==> src/rtl/pc_sequencer.sv <==
// Next-PC generator and fetch sequencer for a 16-bit PC register.
// Registered PCDin/PCWrite stay stable for the whole cycle the PC register captures on.
module pc_sequencer #(
  parameter int          PC_INC    = 2,
  parameter int          RAS_DEPTH = 4,
  parameter logic [15:0] RESET_PC  = 16'h0000
) (
  input  logic        CLK,
  input  logic        RST_N,
  input  logic        Run,
  input  logic [15:0] PCOut,
  input  logic [2:0]  PCTop,
  output logic [15:0] PCDin,
  output logic        PCWrite,
  output logic        IMemReq,
  input  logic        IMemAck,
  input  logic        Stall,
  input  logic        Seq,
  input  logic        Branch,
  input  logic        Jump,
  input  logic        Call,
  input  logic        Ret,
  input  logic        Halt,
  input  logic        BrTaken,
  input  logic [15:0] BrTarget,
  input  logic [12:0] JAddr,
  output logic        RasErr,
  output logic [1:0]  State
);

  localparam int PW = (RAS_DEPTH > 1) ? $clog2(RAS_DEPTH) : 1;
  localparam int CW = PW + 1;

  typedef enum logic [1:0] {
    S_IDLE  = 2'd0,
    S_FETCH = 2'd1,
    S_EXEC  = 2'd2,
    S_HALT  = 2'd3
  } state_t;

  state_t          state_q, state_d;
  logic [15:0]     pcdin_q, pcdin_d;
  logic            pcwr_q, pcwr_d;
  logic            req_q, req_d;
  logic            err_q, err_d;
  logic [PW-1:0]   ptr_q, ptr_d;
  logic [CW-1:0]   cnt_q, cnt_d;
  logic [15:0]     ras_q [RAS_DEPTH];
  logic            push;
  logic [15:0]     seq_pc;
  logic [15:0]     jmp_pc;
  logic [PW-1:0]   top_idx;
  logic [15:0]     pop_v;

  assign seq_pc  = PCOut + 16'(PC_INC);
  assign jmp_pc  = {PCTop, JAddr};
  assign top_idx = ptr_q - 1'b1;
  assign pop_v   = ras_q[top_idx];

  always_comb begin
    state_d = state_q;
    pcdin_d = pcdin_q;
    pcwr_d  = 1'b0;
    req_d   = 1'b0;
    err_d   = err_q;
    ptr_d   = ptr_q;
    cnt_d   = cnt_q;
    push    = 1'b0;
    unique case (state_q)
      S_IDLE: begin
        if (Run) begin
          pcdin_d = RESET_PC;
          pcwr_d  = 1'b1;
          state_d = S_FETCH;
        end
      end
      // first FETCH cycle is the PC write cycle, so the request starts one later
      S_FETCH: begin
        req_d = 1'b1;
        if (req_q && IMemAck) begin
          req_d   = 1'b0;
          state_d = S_EXEC;
        end
      end
      S_EXEC: begin
        if (!Stall) begin
          if (Halt) begin
            state_d = S_HALT;
          end else if (Ret) begin
            pcwr_d  = 1'b1;
            state_d = S_FETCH;
            if (cnt_q == '0) begin
              pcdin_d = 16'h0000;
              err_d   = 1'b1;
            end else begin
              pcdin_d = pop_v;
              ptr_d   = top_idx;
              cnt_d   = cnt_q - 1'b1;
            end
          end else if (Call) begin
            push    = 1'b1;
            ptr_d   = ptr_q + 1'b1;
            pcdin_d = jmp_pc;
            pcwr_d  = 1'b1;
            state_d = S_FETCH;
            // full stack: the slot at ptr holds the oldest entry
            if (cnt_q == CW'(RAS_DEPTH)) begin
              err_d = 1'b1;
            end else begin
              cnt_d = cnt_q + 1'b1;
            end
          end else if (Jump) begin
            pcdin_d = jmp_pc;
            pcwr_d  = 1'b1;
            state_d = S_FETCH;
          end else if (Branch) begin
            pcdin_d = BrTaken ? BrTarget : seq_pc;
            pcwr_d  = 1'b1;
            state_d = S_FETCH;
          end else if (Seq) begin
            pcdin_d = seq_pc;
            pcwr_d  = 1'b1;
            state_d = S_FETCH;
          end
        end
      end
      S_HALT: begin
        if (Run) begin
          state_d = S_FETCH;
        end
      end
      default: state_d = S_IDLE;
    endcase
  end

  always_ff @(posedge CLK or negedge RST_N) begin
    if (!RST_N) begin
      state_q <= S_IDLE;
      pcdin_q <= 16'h0000;
      pcwr_q  <= 1'b0;
      req_q   <= 1'b0;
      err_q   <= 1'b0;
      ptr_q   <= '0;
      cnt_q   <= '0;
    end else begin
      state_q <= state_d;
      pcdin_q <= pcdin_d;
      pcwr_q  <= pcwr_d;
      req_q   <= req_d;
      err_q   <= err_d;
      ptr_q   <= ptr_d;
      cnt_q   <= cnt_d;
    end
  end

  always_ff @(posedge CLK) begin
    if (push) begin
      ras_q[ptr_q] <= seq_pc;
    end
  end

  assign PCDin   = pcdin_q;
  assign PCWrite = pcwr_q;
  assign IMemReq = req_q;
  assign RasErr  = err_q;
  assign State   = state_q;

endmodule

==> config.mk <==
export PLATFORM = sky130hd
export DESIGN_NAME = pc_sequencer
export DESIGN_NICKNAME = d
export VERILOG_FILES = /design/src/rtl/pc_sequencer.sv
export SDC_FILE = /design/constraint.sdc
export NUM_CORES = 1
export LEC_CHECK = 0
export ABC_AREA = 1
export CORE_MARGIN = 8
export CORE_UTILIZATION = 45
export CTS_BUF_LIST = sky130_fd_sc_hd__clkbuf_4 sky130_fd_sc_hd__clkbuf_8
export DETAILED_ROUTE_END_ITERATION = 10
export PLACE_DENSITY = 0.7
export SLEW_MARGIN = 40
export SYNTH_ARGS = -nofsm -noshare
export SYNTH_HDL_FRONTEND = slang
export SYNTH_SLANG_ARGS = --single-unit
==> constraint.sdc <==
create_clock -name CLK -period 5.58 [get_ports CLK]
set_clock_uncertainty 0.2 [all_clocks]
set_input_delay 1.116 -clock CLK [delete_from_list [all_inputs] [get_ports CLK]]
set_output_delay 1.116 -clock CLK [all_outputs]
set_load 0.01 [all_outputs]
* Word level (Yosys, flattened, before mapping) *
Memories as Yosys holds them, arrays and structs flattened.
Cells that the tools add are included.

word-level totals
  register bits = 26
  bits in writable memories = 64
  output and inout port bits = 21
  memories = 1

operators by class
  add/sub/neg operators = 5
  equality and inequality tests = 14
  muxes and demuxes = 50
  bitwise logic cells = 2
  reductions and logical operators = 12

memories
  memory  words  bits a word  rd ports  clocked after Yosys merged registers in  wr ports  RTL line  text
  ras_q   4      16           1         0                                        1         48        logic [15:0] ras_q [RAS_DEPTH];

operators by type and width
  kind                                                                      number
  16-bit 2-to-1 mux                                                         10
  16-bit case mux with 2 select lines                                       1
  2-bit 2-to-1 mux                                                          12
  1-bit 2-to-1 mux                                                          21
  16-bit by 2-bit adder with 16-bit output (second input constant)          1
  3-bit 2-to-1 mux                                                          4
  2-bit inequality test (second input constant)                             6
  6-bit AND reduction                                                       2
  5-bit AND reduction                                                       2
  7-bit inequality test (second input constant)                             1
  6-bit inequality test (second input constant)                             1
  2-bit case mux with 3 select lines                                        1
  2-bit nonzero test                                                        3
  2-bit equality test (second input constant)                               2
  2-bit by 1-bit inequality test with 1-bit output (second input constant)  2
  4-bit AND reduction                                                       1
  3-bit by 1-bit adder with 3-bit output (second input constant)            1
  3-bit equality test (second input constant)                               1
  3-bit logical NOT                                                         1
  3-bit by 1-bit subtractor with 3-bit output (second input constant)       1
  2-bit by 1-bit adder with 2-bit output (second input constant)            1
  2-bit by 1-bit equality test with 1-bit output (second input constant)    1
  2-bit logical NOT                                                         1
  1-bit inverter                                                            2
  other kinds (4)                                                           4

* Longest topological paths before layout *
Gate-level depths: netlist (run 1).

  depth in word-level cells = 9
  gate-level depth with buffers = 14
  gate-level depth less buffers = 12

* Least setup slack after synthesis (run 1) *
Ideal clock, no wire load.

  kind = input-to-reg
  start point = input Halt
  end point = memory ras_q[0][0] (enable)
  setup time = 0.389 ns
  arrival time = 2.233 ns
  required time = 4.991 ns
  path slack = 2.759 ns
  stages on the path = 5
  cells stage by stage = nor2_1 > inv_1 > nor2_2 > nand3_1 > nor2_1

on the way
  cells in the longest elaborated chain, start to end = 5

RTL lines
  item                                    RTL line  text
  start: declaration                      23        input logic Halt,
  1-bit 2-to-1 mux                        87        if (Halt) begin
  1-bit 2-to-1 mux                        86        if (!Stall) begin
  1-bit 2-to-1 mux                        69        unique case (state_q)
  1-bit 2-to-1 mux                        157       if (push) begin
  1-bit 2-to-1 mux (not written as such)  158       ras_q[ptr_q] <= seq_pc;
  end: declaration                        48

Every way passes these cells.

* Worst setup path in the final report (run 1) *
  start point = input Halt
  end point = memory ras_q[2][2] (enable)

Same word-level chain as after synthesis.

==> impl_metrics.toml, run 1 <==
[outcome]
status = "completed"

[cts]
cts_sinks = 90
cts_tree = "yes"
clockBufferDepth = 2
htreeDepth = 3
clock_latency_ns = 0.36
cts_hold_buf = 0
path_clk_slew_ns = 0.10
root_buffer = "clkbuf_8"
cts_resized = 0
cts_setup_buffers = 0
cts_buffers = 9

[die]
rows = 37
ios = 81
die_x_um = 118
die_y_um = 118
dieArea_um2 = 13900
fp.coreArea_um2 = 10200
initial_core_util = 0.458

[grt]
antenna_found_initial = 0
grtUsageMet3 = 0.0384
grt-busiest-layer = "met2"
met2_usage = 0.297
grt_usage = 0.178
grt_pass1_vias = 4037
grt_max_degree = 37
grt_util_met1 = 0.216
grt-ovfl-total = 0
grt_pass1_wl_um = 20000

[timing]
setup_viol = 0
period_share = 0.553
finalSetupTns_ns = 0
finalHoldViolCount = 0
worst-slew-pin-transition_ns = 0.684
post-route-min-period_ns = 3.09
setup_ws_ns = 2.49
rsz0062_at_grt = "no"
finalMaxSlewViolations = 0
slew-limit-headroom = 0.542
fmax_mhz = 324

[critical_path]
arrival_ns = 2.95
start_kind = "input pin"
worstPathMaxFanout = 10
worst_ep_required_time_ns = 5.44
crit_type = "input pin to register"
endpoint_kind = "register"

[cells_and_area]
fin_nets = 691
most-common-layout-cells = "143 x nand2_1, 112 x nor2_1, 80 x clkdlybuf4s50_1, 64 x edfxtp_1, 45 x o21ai_0"
nFillCells = 917
final_util = 0.570
syn2layout_area_growth_pct = 24.4
drive_above_1_share = 0.0671
finalNonFillerCells = 762
antenna_cells = 0
final_common_cell = "nand2_1"

[synthesis]
synth.distinct_cells = 36
synthesis.area_um2 = 4680
synth_ff_type = "edfxtp_1"
yosysSeqAreaShare = 0.549
syn_inst = 542
synth-edff-count = 64
ys_warn_count = 0
syn_nets = 612
avgSynthCellArea_um2 = 8.64
ys_seq_elements = 90
async_flop_share = 0.289

[power]
ir_drop_v = 0.000209
power.leakage_uw = 0.00244
p_per_area_nw_per_um2 = 388

[route]
num_vias = 3981
drt-wirelength-per-cell_um = 15.9
dr.pass1.iters = 5
drcViolationCount = 0
wl_um = 12100
vias_per_cell = 5.22
ant_nets = 0
drt_iter0_markers = 307

[place]
post-place-ws_ns = 2.10
placed_cells = 746
gp_congestion = 0.949
io_buffer_count = 80
dp_hpwl_um = 9040

[job]
max_cap_viol_count = 0

[worst_hold_path]
hold_path.class = "register to register"
[flip-flops by register name (all words and copies together), names as in the netlist]
signal,flops
cnt_q,3
ras_q,64
RasErr,1
PCDin,16
ptr_q,2
State,2
IMemReq,1
PCWrite,1
[final timing paths]
path	depth (start not counted)	start	slack (ns)	endpoint
setup / recovery	7	Halt	2.49	ras_q[2][2]$_DFFE_PP_
hold / removal	2	PCDin[12]$_DFFE_PN0P_	0.29	PCDin[12]$_DFFE_PN0P_
setup reg to reg	9	State[0]$_DFFE_PN0P_	2.75	ras_q[2][2]$_DFFE_PP_
hold reg to reg	2	PCDin[12]$_DFFE_PN0P_	0.29	PCDin[12]$_DFFE_PN0P_
max in group asynchronous	2	RST_N	4.00	PCDin[1]$_DFFE_PN0P_
min in group asynchronous	2	RST_N	0.92	PCDin[3]$_DFFE_PN0P_
[worst max-delay path, stage by stage]
cell	delay, ns
clkdlybuf4s50_1	0.42
nor2_1	0.11
inv_1	0.07
nor2_2	0.16
nand3_1	0.17
nor2_1	0.57
buf_4	0.32
[through the flow]
stage / hold WS [ns] / area [um2] / total power, uW
2_1_floorplan: 0.281 / 4680 / 1480
3_3_place_gp: 0.263 / 5610 / 1790
3_5_place_dp: 0.269 / 5610 / 1810
4_1_cts: 0.295 / 5830 / 2280
5_1_grt: 0.311 / 5830 / 2430
6_report: 0.290 / 5830 / 2260
[synth_stat cells, types with 2 or more instances]
cell / count / area, um2
nand2_1: 144 / 541
nor2_1: 112 / 420
edfxtp_1: 64 / 1920
o21ai_0: 45 / 225
inv_1: 32 / 120
dfrtp_1: 26 / 651
nand3_1: 24 / 120
a21oi_1: 21 / 105
buf_2: 14 / 70.1
ha_1: 9 / 113
nand4_1: 5 / 31.3
xor2_1: 5 / 43.8
o211ai_1: 4 / 30.0
inv_2: 3 / 11.3
nor2_2: 3 / 18.8
xnor2_1: 3 / 26.3
buf_6: 2 / 22.5
clkbuf_1: 2 / 7.51
clkbuf_2: 2 / 10.0
o21ai_1: 2 / 10.0
o21ai_2: 2 / 17.5
o21bai_1: 2 / 15.0
o22ai_1: 2 / 12.5
or2_2: 2 / 12.5
[kinds of logic (layout without fill, tap and decap cells)]
logic type / after synthesis / in the layout / share of synthesized area
AOI/OAI and AO/OA: 82 / 82 / 0.0978
DFF: 90 / 90 / 0.549
and+or+nand+nor: 294 / 294 / 0.255
adders and majority gates: 10 / 10 / 0.0283
buffers and inverters: 58 / 142 / 0.0548
xor gates and xnor gates: 8 / 8 / 0.0150
[area by class of cell]
class | instances | area [um2] | area share
timing repair buffer | 90 | 876 | 0.150
clock buffer | 9 | 124 | 0.0213
clock inverter | 7 | 92.6 | 0.0159
multi-input combinational | 394 | 1860 | 0.319
inverter | 36 | 135 | 0.0232
sequential | 90 | 2570 | 0.441
tap | 136 | 170 | 0.0292
[metal layers]
layer	vias to the layer above	share of wire
met5	-	0
met4	0	0.032
met3	24	0.064
met2	158	0.48
met1	1860	0.43
li1	1939	-
[report_power, final]
group / switching [uW] / internal, uW
Combinational: 610 / 366
Sequential: 37.0 / 779
Clock: 249 / 219
Note: power is estimated with default switching activity, not from simulation.
==> inputs of run 2 (changes only) <==
--- a/config.mk
+++ b/config.mk
@@ -10,7 +10,7 @@
 export CORE_UTILIZATION = 45
 export CTS_BUF_LIST = sky130_fd_sc_hd__clkbuf_4 sky130_fd_sc_hd__clkbuf_8
 export DETAILED_ROUTE_END_ITERATION = 10
-export PLACE_DENSITY = 0.7
+export PLACE_DENSITY = 0.72
 export SLEW_MARGIN = 40
 export SYNTH_ARGS = -nofsm -noshare
 export SYNTH_HDL_FRONTEND = slang
==> constraint.sdc (replaced) <==
create_clock -name CLK -period 2.6 [get_ports CLK]
set_clock_uncertainty 0.2 [all_clocks]
set_input_delay 0.52 -clock CLK [delete_from_list [all_inputs] [get_ports CLK]]
set_output_delay 0.52 -clock CLK [all_outputs]
set_load 0.01 [all_outputs]
==> run 2 against run 1 <==
Compared with the run above:
- flip-flop and latch count is the same
- clock power grew 110%
- critical path depth grew 2
- wire length grew 6.7%
- register-to-register slack lost 2.6 ns
- largest cell class unchanged
==> impl_metrics.toml, run 2 (synthesis results as in run 1) <==
[outcome]
status = "completed"

[timing]
finalMaxSlewViolations = 0
post-route-min-period_ns = 2.43
fmax_mhz = 412
rsz0062_at_grt = "no"
slew-limit-headroom = 0.562
setup_viol = 0
worst-slew-pin-transition_ns = 0.655
worst_hold_slack_ns = 0.290
finalSetupTns_ns = 0
period_share = 0.934
finalHoldViolCount = 0

[grt]
grt_max_degree = 36
grt_pass1_vias = 4246
antenna_found_initial = 0
grt-ovfl-total = 0
grt_usage = 0.191
grt_pass1_wl_um = 21300

[place]
io_buffer_count = 80
gp_congestion = 0.980
dp_hpwl_um = 9420

[cts]
htreeDepth = 3
cts_setup_buffers = 0
cts_hold_buf = 0
cts_buffers = 9
cts_resized = 0
path_clk_slew_ns = 0.10
cts_tree = "yes"
clock_latency_ns = 0.37
clockBufferDepth = 2
root_buffer = "clkbuf_8"
cts_sinks = 90

[power]
p_comb_frac = 0.440
pwr-share-clk = 0.200
internal-power_uw = 2920
pwr-share-seq = 0.360
power_uw = 4870
power_switching_uw = 1950
switching_share = 0.400
power.leakage_uw = 0.00247
p_per_area_nw_per_um2 = 825
ir_drop_v = 0.000385

[worst_hold_path]
hold_path.class = "register to register"
min_path_cells = 2
min_from = "PCDin[12]$_DFFE_PN0P_"
min_to = "PCDin[12]$_DFFE_PN0P_"

[route]
top_layer = "met4"
drt_iter0_markers = 343
drt-wirelength-per-cell_um = 16.8
ant_nets = 0
wl_um = 13000
wl_met2_um = 6340
drcViolationCount = 0
vias_per_cell = 5.32
num_vias = 4090
wl_met1_um = 5320
dr.pass1.iters = 6
wl_met3_um = 957

[cells_and_area]
drive_above_1_share = 0.0742
fin_nets = 698
regArea_um2 = 2570
largest_reg_flops = 64
regMostFlops = "ras_q"
most-common-layout-cells = "144 x nand2_1, 112 x nor2_1, 80 x clkdlybuf4s50_1, 64 x edfxtp_1, 45 x o21ai_0"
nFillCells = 918
antenna_cells = 0
multi_input_area_um2 = 1860
syn2layout_area_growth_pct = 25.9
final_common_cell = "nand2_1"

[die]
die_y_um = 118
rows = 37
initial_core_util = 0.458
fp.coreArea_um2 = 10200
dieArea_um2 = 13900
ios = 81
die_x_um = 118

[critical_path]
crit_type = "register to register"
r2r_end = "ras_q[0][9]$_DFFE_PP_"
crit_buf_inv = 4
reg2reg_depth = 9
worst_ep_required_time_ns = 2.48
slowest_delay_ns = 0.42
path_cells = "inv_1, ha_1, inv_2, nor2_1, inv_1, nor2_2, nand3_1, nor2_1, buf_12"
arrival_ns = 2.31
cp_top_family = "simple AND/OR/NAND/NOR gates"
r2r_setup_slack_ns = 0.17
worstPathMaxFanout = 13
start_kind = "register"
cp_slowest_cell = "dfrtp_1"
endpoint_kind = "register"
r2r_start = "State[0]$_DFFE_PN0P_"

[job]
max_cap_viol_count = 0
==> run 2: cell types whose count changed in the layout (fill, tap and decap cells not counted), sizes merged <==
| cell | delta |
|---|---|
| clkinv | -1 |
| clkinvlp | +2 |
| buf | +7 |
| inv | -1 |
==> run 2: cell type report <==
type | count | share of cell area
sequential | 90 | 0.436
multi-input combinational | 394 | 0.315
timing repair buffer | 97 | 0.164
tap | 136 | 0.0289
inverter | 36 | 0.0229
clock buffer | 9 | 0.0210
clock inverter | 7 | 0.0127
==> run 2: tightest hold or removal path, cell delays in order (launching register included) <==
cell	delay (ns)
dfrtp_1	0.36
nand2_1	0.05
nand2_1	0.05
==> run 2: per-stage QoR <==
step	cell area, um2	cells	worst slack [ns]	util
3_3_place_gp	5700	753	0.161	0.557
2_1_floorplan	4680	542	0.0371	-
6_report	5900	769	0.171	0.576
4_1_cts	5900	769	0.168	0.576
5_1_grt	5900	769	0.0539	0.576
3_5_place_dp	5700	753	0.119	0.557
==> run 2: routing by layer <==
metal  vias to the layer above  track usage
met5                         -            0
met4                         0       0.0929
met3                        32       0.0393
met2                       196        0.324
met1                      1913        0.227
li1                       1949            -
==> run 2: how the worst max path moves through the flow <==
stage,start,cells after the start,endpoint,slack [ns]
floorplan,State[0]$_DFFE_PN0P_,8,ras_q[0][0]$_DFFE_PP_,0.04
global placement,PCOut[1],8,PCDin[5]$_DFFE_PN0P_,0.16
detailed placement,Halt,7,ras_q[0][15]$_DFFE_PP_,0.12
CTS,State[0]$_DFFE_PN0P_,9,ras_q[0][9]$_DFFE_PP_,0.17
global route,State[0]$_DFFE_PN0P_,9,ras_q[0][11]$_DFFE_PP_,0.05
finish,State[0]$_DFFE_PN0P_,9,ras_q[0][9]$_DFFE_PP_,0.17
==> run 2: power by group through the flow <==
stage / sequential, uW / clock [uW] / combinational (uW)
2_1_floorplan: 1810 / 0 / 1370
3_3_place_gp: 1780 / 0 / 2080
3_5_place_dp: 1780 / 0 / 2140
4_1_cts: 1750 / 984 / 2150
5_1_grt: 1770 / 1040 / 2430
6_report: 1750 / 972 / 2140
==> inputs of run 3 (changes only) <==
--- a/config.mk
+++ b/config.mk
@@ -9,6 +9,7 @@
 export CORE_MARGIN = 8
 export CORE_UTILIZATION = 45
 export CTS_BUF_LIST = sky130_fd_sc_hd__clkbuf_4 sky130_fd_sc_hd__clkbuf_8
+export CTS_CLUSTER_SIZE = 14
 export DETAILED_ROUTE_END_ITERATION = 10
 export PLACE_DENSITY = 0.72
 export SLEW_MARGIN = 40
==> results of run 3 <==
The final DEF is identical to that of run 2; final timing and power are the same.
